$ cat config.mk
export PLATFORM = sky130hd
export DESIGN_NAME = rr_grant_arbiter
export DESIGN_NICKNAME = d
export VERILOG_FILES = /design/src/rtl/arb_pkg.sv /design/src/rtl/rr_pick.sv /design/src/rtl/rr_grant_arbiter.sv
export SDC_FILE = /design/constraint.sdc
export NUM_CORES = 1
export LEC_CHECK = 0
export CAP_MARGIN = 0
export CORE_UTILIZATION = 45
export DETAILED_ROUTE_END_ITERATION = 6
export GPL_ROUTABILITY_DRIVEN = 0
export GPL_TIMING_DRIVEN = 0
export PLACE_DENSITY = 0.69
export SYNTH_ARGS = -nofsm -noshare
export SYNTH_HDL_FRONTEND = slang
export SYNTH_SLANG_ARGS = --single-unit
$ cat constraint.sdc
create_clock -name clk -period 3.9 [get_ports clk]
set_input_delay 0.585 -clock clk [delete_from_list [all_inputs] [get_ports clk]]
set_output_delay 0.585 -clock clk [all_outputs]
set_load 0.1 [all_outputs]
$ cat src/rtl/arb_pkg.sv
// Shared types and width helpers for the round-robin grant arbiter family.
package arb_pkg;

  typedef enum logic {
    IDLE  = 1'b0,
    GRANT = 1'b1
  } arb_state_t;

  // Bit width needed to hold values 0..v-1; never less than 1.
  function automatic int idx_w(input int v);
    return (v <= 2) ? 1 : $clog2(v);
  endfunction

endpackage

$ cat src/rtl/rr_pick.sv
// Combinational round-robin winner search: rotate by ptr, find the lowest set bit, rotate back.
module rr_pick
  import arb_pkg::*;
#(
  parameter int N = 4
) (
  input  logic [N-1:0]          req,
  input  logic [idx_w(N)-1:0]   ptr,
  output logic [N-1:0]          win,
  output logic [idx_w(N)-1:0]   idx
);

  localparam int PW = idx_w(N);

  logic [2*N-1:0] dbl;
  logic [N-1:0]   rot;
  logic [PW-1:0]  pos;
  logic           found;

  always_comb begin
    dbl   = {req, req};
    rot   = N'(dbl >> ptr);
    pos   = '0;
    found = 1'b0;
    for (int i = 0; i < N; i++) begin
      if (!found && rot[i]) begin
        found = 1'b1;
        pos   = PW'(i);
      end
    end
    // N is a power of two, so the PW-bit add wraps mod N for free.
    idx = pos + ptr;
    win = found ? (N'(1) << idx) : '0;
  end

endmodule

$ cat src/rtl/rr_grant_arbiter.sv
// Round-robin arbiter with registered one-hot grant, forced idle bubble and per-grant hold timer.
module rr_grant_arbiter
  import arb_pkg::*;
#(
  parameter int N        = 4,
  parameter int MAX_HOLD = 15
) (
  input  logic         clk,
  input  logic         rst_n,
  input  logic [N-1:0] req,
  input  logic         done,
  output logic [N-1:0] grant,
  output logic         grant_valid,
  output logic         timeout
);

  localparam int PW = idx_w(N);
  localparam int CW = $clog2(MAX_HOLD + 1);
  localparam logic [CW-1:0] CNT_LAST = CW'(MAX_HOLD - 1);

  arb_state_t    state;
  logic [PW-1:0] ptr;
  logic [CW-1:0] cnt;
  logic [N-1:0]  win;
  logic [PW-1:0] win_idx;

  rr_pick #(.N(N)) u_pick (
    .req (req),
    .ptr (ptr),
    .win (win),
    .idx (win_idx)
  );

  always_ff @(posedge clk or negedge rst_n) begin
    if (!rst_n) begin
      state       <= IDLE;
      grant       <= '0;
      grant_valid <= 1'b0;
      timeout     <= 1'b0;
      ptr         <= '0;
      cnt         <= '0;
    end else begin
      case (state)
        IDLE: begin
          timeout <= 1'b0;
          if (|req) begin
            state       <= GRANT;
            grant       <= win;
            grant_valid <= 1'b1;
            ptr         <= win_idx + PW'(1);
            cnt         <= '0;
          end
        end
        GRANT: begin
          if (done || !(|(req & grant))) begin
            state       <= IDLE;
            grant       <= '0;
            grant_valid <= 1'b0;
          end else if (cnt == CNT_LAST) begin
            state       <= IDLE;
            grant       <= '0;
            grant_valid <= 1'b0;
            timeout     <= 1'b1;
          end else begin
            cnt <= cnt + CW'(1);
          end
        end
        default: begin
          state       <= IDLE;
          grant       <= '0;
          grant_valid <= 1'b0;
          timeout     <= 1'b0;
        end
      endcase
    end
  end

endmodule

* Word level (Yosys, flattened, before mapping) *
Cells that the tools add are included.

word-level totals
  flip-flop bits (word level) = 13
  bits of input ports = 7
  output and inout bits = 6
  word-level logic and storage cells = 60

cells by class
  mux-type cells = 27
  add/sub/neg operators = 3
  shifts and indexed selects = 2
  bitwise operators = 2
  equal/unequal tests = 6
  reduce and logical (&&, ||, !) cells = 14

operator list
  cell                   number
  $mux W4                7
  $pmux W4 S2            2
  $mux W1                13
  $reduce_or A4 Y1       2
  $shr A8 B2 Y4          1
  $ne A2 B2 Y1 const B   3
  $pmux W1 S2            3
  $reduce_and A2 Y1      3
  $add A4 B1 Y4 const B  1
  $and A4 B4 Y4          1
  $eq A4 B4 Y1 const B   1
  $logic_not A1 Y1       4
  $mux W2                2
  $shl A1 B2 Y4 const A  1
  $logic_and A1 B1 Y1    3
  $ne A3 B1 Y1 const B   1
  $reduce_and A3 Y1      1
  $add A2 B1 Y2 const B  1
  $add A2 B2 Y2          1
  $ne A2 B1 Y1 const B   1
  $logic_or A1 B1 Y1     1
  $not A1 Y1             1

* Logic depth before layout (Yosys ltp) *
Gate-level depths: netlist of run 1.

  depth after elaboration = 16
  mapped depth = 11
  mapped depth without buffers = 10

* Cells and area by module *
A second synthesis of run 1 with hierarchy kept.

unflattened totals
  cell total of the unflattened synthesis = 98
  area, all modules = 924.6 um^2

modules (own cells, without submodules)
  module            times used  cells an instance  area an instance (um^2)
  rr_grant_arbiter  1           59                 653.1
  rr_pick           1           39                 271.5

* Worst setup path before layout of run 1 *
Ideal clock, no wire load.

  kind = input to register
  from = input port req[1]
  to = register ptr[1]
  arrival = 2.064 ns
  slack = 1.719 ns
  cell stages on the path = 10
  library setup time = 0.117 ns
  path buffers = 1
  path through = buf_2 -> nand2_1 -> a21oi_1 -> o31a_1 -> ha_1 -> xor2_1 -> xor2_1 -> ha_1 -> nand2_1 -> nand2_1

between the ends
  cells in the longest elaborated chain, start to end = 13
  elaborated cells between the ends (all ways) = 17

RTL lines
  item                  line                    text
  start, declared       rr_grant_arbiter.sv:10  input logic [N-1:0] req,
  $shr A8 B2 Y4         rr_pick.sv:22           rot = N'(dbl >> ptr);
  $mux W1               rr_pick.sv:26           if (!found && rot[i]) begin
  $logic_not A1 Y1      rr_pick.sv:26
  $logic_and A1 B1 Y1   rr_pick.sv:26
  $mux W1               rr_pick.sv:26
  $logic_not A1 Y1      rr_pick.sv:26
  $logic_and A1 B1 Y1   rr_pick.sv:26
  $mux W1               rr_pick.sv:26
  $logic_not A1 Y1      rr_pick.sv:26
  $logic_and A1 B1 Y1   rr_pick.sv:26
  $mux W2               rr_pick.sv:26
  $add A2 B2 Y2         rr_pick.sv:32           idx = pos + ptr;
  $add A2 B1 Y2         rr_grant_arbiter.sv:50  ptr <= win_idx + PW'(1);
  end signal, assigned  rr_grant_arbiter.sv:50
  end, declared         rr_grant_arbiter.sv:22  logic [PW-1:0] ptr;

Parallel ways exist; a longest one is shown, timed or not.
A chain may end at the register's enable or synchronous reset.

* Worst setup path after layout of run 1 *
  from = input port req[0]
  to = register ptr[1]

The elaborated chain is that of the path after synthesis.

==> out/qor.yml, run 1 <==
status: "complete, no violations"
net-switching-power_w: 0.000359
relSlewSlack_pct: 35.6
grt_setup_unrepaired: "no"
clock_power_share_pct: 11.0
die_x_um: 45.0
dr_wl_met3_um: 83
synth_seq_cells: 13
hold_violations: 0
dieArea_um2: 2030
grt_pass1_vias: 611
drtPass1Iterations: 3
grt_max_degree: 14
worstPathRequired_ns: 4.07
fin_skew_ns: 0.00544
wirelength_um: 1530
regArea_um2: 325
min_path_cells: 1
drive_gt1_share_pct: 12.4
fill_cells: 164
postCtsHoldBufs: 0
combinationalPowerShare_pct: 59.9
whs_ns: 0.488
yosys_most_used_dff: "dfrtp_1"
detailedPlace.worstSlack_ns: 0.905
power.internal_w: 0.000376
synth_area_per_cell_um2: 10.0
cap_violations: 0
crit_path_start_kind: "primary input"
critPathKind: "in -> reg"
cts_root_buf: "clkbuf_4"
die_h_um: 45.0
netlist_area_um2: 833
worstReg2RegStart: "ptr[1]"
arrival_ns: 2.90
ys_types: 32
ys_seq_area_share_pct: 39.0
cts_setup_buffers: 0
layout_setup_ws_ns: 1.17
min_period_ns: 2.73
worstHoldEndpoint: "timeout"
syn_nets: 97
clk_latency_ns: 0.27
floorplan.initialDensity_pct: 48.3
end_kind: "flip-flop"
route.met2.wl_um: 694
cts_tree: "yes"
r2r_cells: 10
cellPowerDensity_nw_per_um2: 741
worstPathMaxFanout: 6
grt_overflow: 0
ios: 13
ant_nets: 0
final_common_cell: "dfrtp_1"
core_um2: 1730
via_per_inst: 5.31
maxSlewViolCount: 0
area_growth_pct: 19.1
hpwl_um: 1190
layout.nets: 112
fmax_mhz: 366
p_leak_nw: 0.439
final_cell_mix: "dfrtp_1 (13), clkdlybuf4s50_1 (10), nand2_1 (7), ha_1 (7), a22o_1 (6)"
avgRoutedWirePerCell_um: 12.5
p_seq_share_pct: 29.1
place_area_um2: 965
antenna_found_initial: 0
r2r-end: "ptr[1]"
highest_layer: "met3"
numPortBuffers: 10
grt_util_all_layers_pct: 18.7
route.detailed.drc: 0
synth-edff-count: 0
cts_buffers: 3
finalCritPeriodShare_pct: 70.0
worstMarginPinSlew_ns: 0.964
peakVddDrop_mv: 0.557
htree_levels: 1
grt_first_pass_wirelength_um: 2700
wl_met1_um: 747
finalSetupViolations: 0
postSynthCellCount: 83
path_clk_slew_ns: 0.08
post_cts_resize_count: 0
yosys_warnings: 0
drt_iter0_drc: 12
n_antenna_cell: 0
vias: 648
swShare_pct: 48.8
utilization_pct: 57.5
clock-sinks: 13
async_flop_share_pct: 100
finalInstanceArea_um2: 992
num_rows: 15
reg2reg_slack_ns: 1.60
final.setup.tns_ns: 0
hp-class: "reg -> reg"
clockBufferDepth: 2
multi_input_area_um2: 458
hold_start: "timeout"
-- flip-flops by register name, summed over array words and instances (netlist names) --
| signal | cells |
|---|---|
| timeout | 1 |
| ptr | 2 |
| state | 1 |
| cnt | 4 |
| grant | 4 |
| grant_valid | 1 |
-- how the worst max path moves through the flow --
stage | start | end | cells after the start
after floorplan | req[1] | ptr[1] | 10
after global placement | req[0] | ptr[1] | 11
after detailed placement | req[0] | ptr[1] | 11
after CTS | req[0] | ptr[1] | 11
after global routing | req[0] | ptr[1] | 11
final | req[0] | ptr[1] | 11
-- Yosys cell counts (all sizes together) (2+ instances only) --
| master | instances | area share, % |
|---|---|---|
| a22o | 6 | 6.3 |
| buf | 4 | 3.8 |
| dfrtp | 13 | 39 |
| ha | 7 | 11 |
| inv | 5 | 2.3 |
| nand2 | 7 | 3.2 |
| nand3 | 4 | 2.4 |
| nand3b | 2 | 1.8 |
| nor2 | 4 | 1.8 |
| nor2b | 2 | 1.5 |
| nor3b | 2 | 1.8 |
| o211ai | 4 | 5.3 |
| o21ai | 6 | 4.1 |
| o31ai | 3 | 3.3 |
| xor2 | 2 | 2.1 |
-- through the flow --
step / total power (W) / instances
2_1_floorplan: 0.000558 / 83
5_1_grt: 0.000804 / 122
3_5_place_dp: 0.000658 / 118
4_1_cts: 0.000746 / 122
6_report: 0.000735 / 122
3_3_place_gp: 0.000651 / 118
-- routing by layer --
metal	vias to the layer above	global-route usage, %
met4	0	3.64
met3	0	6.00
li1	329	-
met5	-	0
met1	306	25.1
met2	13	29.9
-- kinds of logic (layout without fill, tap and decap cells) --
logic type | count (synthesis) | count (layout) | share of synthesized area (%)
flip-flops | 13 | 13 | 39.0
AND/OR/NAND/NOR | 25 | 25 | 15.8
AO/OA/AOI/OAI | 26 | 26 | 25.5
adder cells (fa/ha/maj) | 7 | 7 | 10.5
buffers and inverters | 9 | 23 | 6.01
XOR/XNOR | 3 | 3 | 3.15
-- power groups by stage --
stage | Combinational [W] | Sequential [W] | Clock, W
final | 0.000440 | 0.000214 | 0.0000808
after global routing | 0.000491 | 0.000220 | 0.0000927
after CTS | 0.000447 | 0.000214 | 0.0000855
after detailed placement | 0.000441 | 0.000216 | 0
after global placement | 0.000437 | 0.000214 | 0
after floorplan | 0.000243 | 0.000315 | 0
-- area by class of cell --
cell class                 instances  share of cell area, %
clock buffer                       3                   2.27
inverter                           5                   1.89
sequential                        13                   32.8
buffer                             4                   3.15
tap                               25                   3.15
multi-input combinational         61                   46.2
timing repair buffer              10                   10.1
clock inverter                     1                  0.504
-- critical path: stages --
cell and delay, ns:
clkdlybuf4s50_1 0.60, inv_1 0.10, o21ai_0 0.18, a21oi_1 0.10, o31a_1 0.30, ha_1 0.19
xor2_1 0.23, xor2_1 0.24, ha_1 0.27, nand2_1 0.06, nand2_1 0.05
Power figures use the tool's default switching activity.
==> run 2: changes to the inputs <==
Clock period 3.9 ns to 2.63 ns, I/O delays scaled along.
==> out/qor.yml, run 2 (synthesized netlist as in run 1, its figures left out) <==
relSlewSlack_pct: 35.6
path_clk_slew_ns: 0.08
fin_skew_ns: 0.00544
path_cells: "buf_4 -> o21ai_0 -> a21oi_1 -> o31a_1 -> ha_1 -> xor2_2 -> xor2_1 -> ha_1 -> nand2_1 -> nand2_1"
busiest_layer: "met2"
met3_usage_pct: 6.00
wirelength_um: 1540
drtPass1Iterations: 3
worstPathMaxFanout: 10
fmax_mhz: 442
clock_power_share_pct: 10.9
utilization_pct: 58.0
power.internal_w: 0.000562
grt_util_all_layers_pct: 18.7
htree_levels: 1
worstMarginPinSlew_ns: 0.964
die_x_um: 45.0
final_common_cell: "dfrtp_1"
peakVddDrop_mv: 0.825
worstPathRequired_ns: 2.80
finalSetupViolations: 0
area_growth_pct: 20.3
hp-class: "in -> async"
p_seq_share_pct: 28.8
clock-sinks: 13
crit_buf_inv: 1
gr-usage-met1_pct: 25.1
grt_max_degree: 14
fill_cells: 164
vias: 643
swShare_pct: 48.8
ant_nets: 0
via_per_inst: 5.27
antenna_found_initial: 0
dieArea_um2: 2030
net-switching-power_w: 0.000536
combinationalPowerShare_pct: 60.3
largest_registers: "cnt: 4 flops, grant: 4 flops, ptr: 2 flops"
postCtsHoldBufs: 0
route.detailed.drc: 0
cts_buffers: 3
hold_violations: 0
avgRoutedWirePerCell_um: 12.6
final_cell_mix: "dfrtp_1 (13), clkdlybuf4s50_1 (9), nand2_1 (7), ha_1 (7), a22o_1 (6)"
critPathKind: "reg -> reg"
core_um2: 1730
crit_path_start_kind: "flip-flop"
hpwl_um: 1190
total_power_w: 0.00110
ios: 13
clockBufferDepth: 2
grt.met2_usage_pct: 29.9
n_antenna_cell: 0
cellPowerDensity_nw_per_um2: 1100
grt_setup_unrepaired: "no"
critPathSlowestCell: "dfrtp_1"
grt_first_pass_wirelength_um: 2700
end_kind: "flip-flop"
layout.nets: 112
crit_family: "compound AO/OA/AOI/OAI gates"
cap_violations: 0
final.setup.tns_ns: 0
finalCritPeriodShare_pct: 86.0
grt_pass1_vias: 611
drt_iter0_drc: 7
grt_overflow: 0
drive_gt1_share_pct: 13.4
die_h_um: 45.0
floorplan.initialDensity_pct: 48.3
num_rows: 15
min_period_ns: 2.26
clk_latency_ns: 0.27
cts_tree: "yes"
arrival_ns: 2.44
status: "complete, no violations"
slowest_delay_ns: 0.40
regArea_um2: 325
numPortBuffers: 10
multi_input_area_um2: 465
p_leak_nw: 0.449
cts_root_buf: "clkbuf_4"
maxSlewViolCount: 0
-- run 2: cell count changes in the layout (fill, tap and decap cells not counted), sizes merged --
cell	change
dlymetal6s2s	+1
clkdlybuf4s50	-1
-- run 2: what timing repair did --
item / in CTS / in global routing
buffers inserted: 0 / 0
resized for setup: 0 / 2
endpoints found under the setup margin: 0 / 4
-- run 2: layout make-up --
cell class                 count  share of cell area, %
timing repair buffer          10                   10.2
clock inverter                 1                  0.499
buffer                         4                   3.12
tap                           25                   3.12
sequential                    13                   32.5
inverter                       5                   1.87
multi-input combinational     61                   46.4
clock buffer                   3                   2.25
-- run 2: final timing paths --
path	startpoint	to	slack, ns	cells after the start
hold / removal	rst_n	grant[3]	0.48	1
hold reg to reg	timeout	timeout	0.49	1
setup reg to reg	ptr[1]	ptr[1]	0.37	10
min in group clk	timeout	timeout	0.49	1
setup / recovery	ptr[1]	ptr[1]	0.37	10
max in group asynchronous	rst_n	ptr[0]	1.78	1
-- run 2: per-layer routing --
layer | share of wire, % | vias up
met5 | 0 | -
li1 | - | 328
met4 | 0 | 0
met3 | 5.4 | 0
met1 | 49 | 302
met2 | 46 | 13
-- run 2: through the flow --
step / hold slack, ns / instance area [um^2] / cells / setup slack, ns
4_1_cts: 0.492 / 992 / 122 / 0.0979
6_report: 0.478 / 1000 / 122 / 0.368
3_5_place_dp: 0.470 / 965 / 118 / -0.175
2_1_floorplan: 0.0989 / 833 / 83 / 0.552
3_3_place_gp: 0.468 / 965 / 118 / -0.101
5_1_grt: 0.499 / 1000 / 122 / 0.193
-- run 2: power groups by stage --
stage / Combinational [W] / Sequential, W / Clock [W]
2_1_floorplan: 0.000360 / 0.000467 / 0
3_5_place_dp: 0.000655 / 0.000321 / 0
4_1_cts: 0.000662 / 0.000317 / 0.000127
6_report: 0.000662 / 0.000317 / 0.000120
3_3_place_gp: 0.000648 / 0.000318 / 0
5_1_grt: 0.000740 / 0.000327 / 0.000137
-- run 2: worst register-to-register path: cells and delay by family (launching register included) --
kind / cells / cell delay (ns)
AOI/OAI and AO/OA: 3 / 0.59
adders and majority gates: 2 / 0.48
xor gates and xnor gates: 2 / 0.41
DFF: 1 / 0.40
buffers and inverters: 1 / 0.18
and+or+nand+nor: 2 / 0.11
==> run 3: changes to the inputs <==
Settings changed: SETUP_SLACK_MARGIN set to 0.2.
==> out/qor.yml, run 3 (synthesized netlist as in run 1, its figures left out) <==
finalCritPeriodShare_pct: 86.3
grt_overflow: 0
hp-class: "in -> async"
n_antenna_cell: 0
core_um2: 1730
crit_start: "ptr[1]"
worstPathRequired_ns: 2.80
die_h_um: 45.0
floorplan.initialDensity_pct: 48.3
status: "complete, no violations"
critPathKind: "reg -> reg"
avgRoutedWirePerCell_um: 12.6
multi_input_area_um2: 473
cts_buffers: 3
critPathSlowestCell: "dfrtp_1"
postCtsHoldBufs: 0
num_rows: 15
via_per_inst: 5.30
path_common_cell: "ha_1"
path_cells: "buf_4 -> o21ai_0 -> a21oi_1 -> o31a_1 -> ha_1 -> xor2_2 -> xnor2_1 -> ha_1 -> a22o_1"
grt_setup_unrepaired: "no"
clk_latency_ns: 0.27
regArea_um2: 325
cts_tree: "yes"
net-switching-power_w: 0.000544
ios: 13
ant_nets: 0
numPortBuffers: 10
worstReg2RegStart: "ptr[1]"
wl_met1_um: 751
clock_power_share_pct: 10.8
power.internal_w: 0.000567
end_kind: "flip-flop"
route.met2.wl_um: 703
crit_family: "compound AO/OA/AOI/OAI gates"
wirelength_um: 1540
total_power_w: 0.00111
swShare_pct: 49.0
slowest_delay_ns: 0.40
p_seq_share_pct: 28.5
area_growth_pct: 21.0
crit_path_start_kind: "flip-flop"
highest_layer: "met3"
drt_iter0_drc: 5
peakVddDrop_mv: 0.826
final.setup.tns_ns: 0
antenna_found_initial: 0
vias: 646
worstPathMaxFanout: 10
combinationalPowerShare_pct: 60.7
cts_setup_buffers: 0
dr_wl_met3_um: 83
cts_root_buf: "clkbuf_4"
grt_first_pass_wirelength_um: 2700
fill_cells: 163
worstMarginPinSlew_ns: 0.964
hpwl_um: 1190
arrival_ns: 2.44
drive_gt1_share_pct: 14.4
grt_pass1_vias: 611
layout.nets: 112
dieArea_um2: 2030
route.detailed.drc: 0
clockBufferDepth: 2
drtPass1Iterations: 3
final_cell_mix: "dfrtp_1 (13), clkdlybuf4s50_1 (8), nand2_1 (7), ha_1 (7), a22o_1 (6)"
htree_levels: 1
finalSetupViolations: 0
grt_util_all_layers_pct: 18.7
relSlewSlack_pct: 35.6
cellPowerDensity_nw_per_um2: 1100
clock-sinks: 13
fin_skew_ns: 0.00544
utilization_pct: 58.4
fmax_mhz: 440
crit_buf_inv: 1
die_x_um: 45.0
grt_max_degree: 14
p_leak_nw: 0.452
final_common_cell: "dfrtp_1"
path_clk_slew_ns: 0.08
hold_violations: 0
min_period_ns: 2.27
largest_registers: "cnt: 4 flops, grant: 4 flops, ptr: 2 flops"
cap_violations: 0
maxSlewViolCount: 0
-- run 3: stage by stage --
step                worst slack (ns)  std cells  cell area (um^2)  hold WS (ns)
CTS                            0.330        122               991         0.492
detailed placement            -0.175        118               965         0.470
floorplan                      0.552         83               833        0.0989
finish                         0.360        122              1010         0.478
global placement              -0.101        118               965         0.468
global route                   0.231        122              1010         0.499
-- run 3: worst paths after layout --
| kind | slack, ns | endpoint | cells after the start |
|---|---|---|---|
| max in group asynchronous | 1.78 | ptr[0] | 1 |
| max | 0.36 | grant[0] | 9 |
| min | 0.48 | grant[3] | 1 |
| min in group clk | 0.49 | timeout | 1 |
| min reg2reg | 0.49 | timeout | 1 |
| max reg2reg | 0.36 | grant[0] | 9 |
-- run 3: area by class of cell --
class	count	share of cell area (%)
multi-input combinational	61	46.9
timing repair buffer	10	10.0
inverter	5	1.86
clock buffer	3	2.23
clock inverter	1	0.496
tap	25	3.10
buffer	4	3.10
sequential	13	32.3
-- run 3: metal layers --
layer | vias to the layer above | GRT usage (%)
li1 | 327 | -
met1 | 306 | 25.1
met2 | 13 | 29.9
met3 | 0 | 6.00
met4 | 0 | 3.64
met5 | - | 0
-- run 3: power groups by stage --
stage / combinational (W) / sequential [W] / clock (W)
2_1_floorplan: 0.000360 / 0.000467 / 0
3_3_place_gp: 0.000648 / 0.000318 / 0
3_5_place_dp: 0.000655 / 0.000321 / 0
4_1_cts: 0.000662 / 0.000317 / 0.000127
5_1_grt: 0.000750 / 0.000327 / 0.000137
6_report: 0.000673 / 0.000317 / 0.000120
-- run 3: timing repair --
action / in CTS / in global routing
cloned: 0 / 0
resized for setup: 1 / 3
setup endpoints to repair: 5 / 1
endpoints found under the hold margin: 0 / 0
pin swaps: 0 / 1
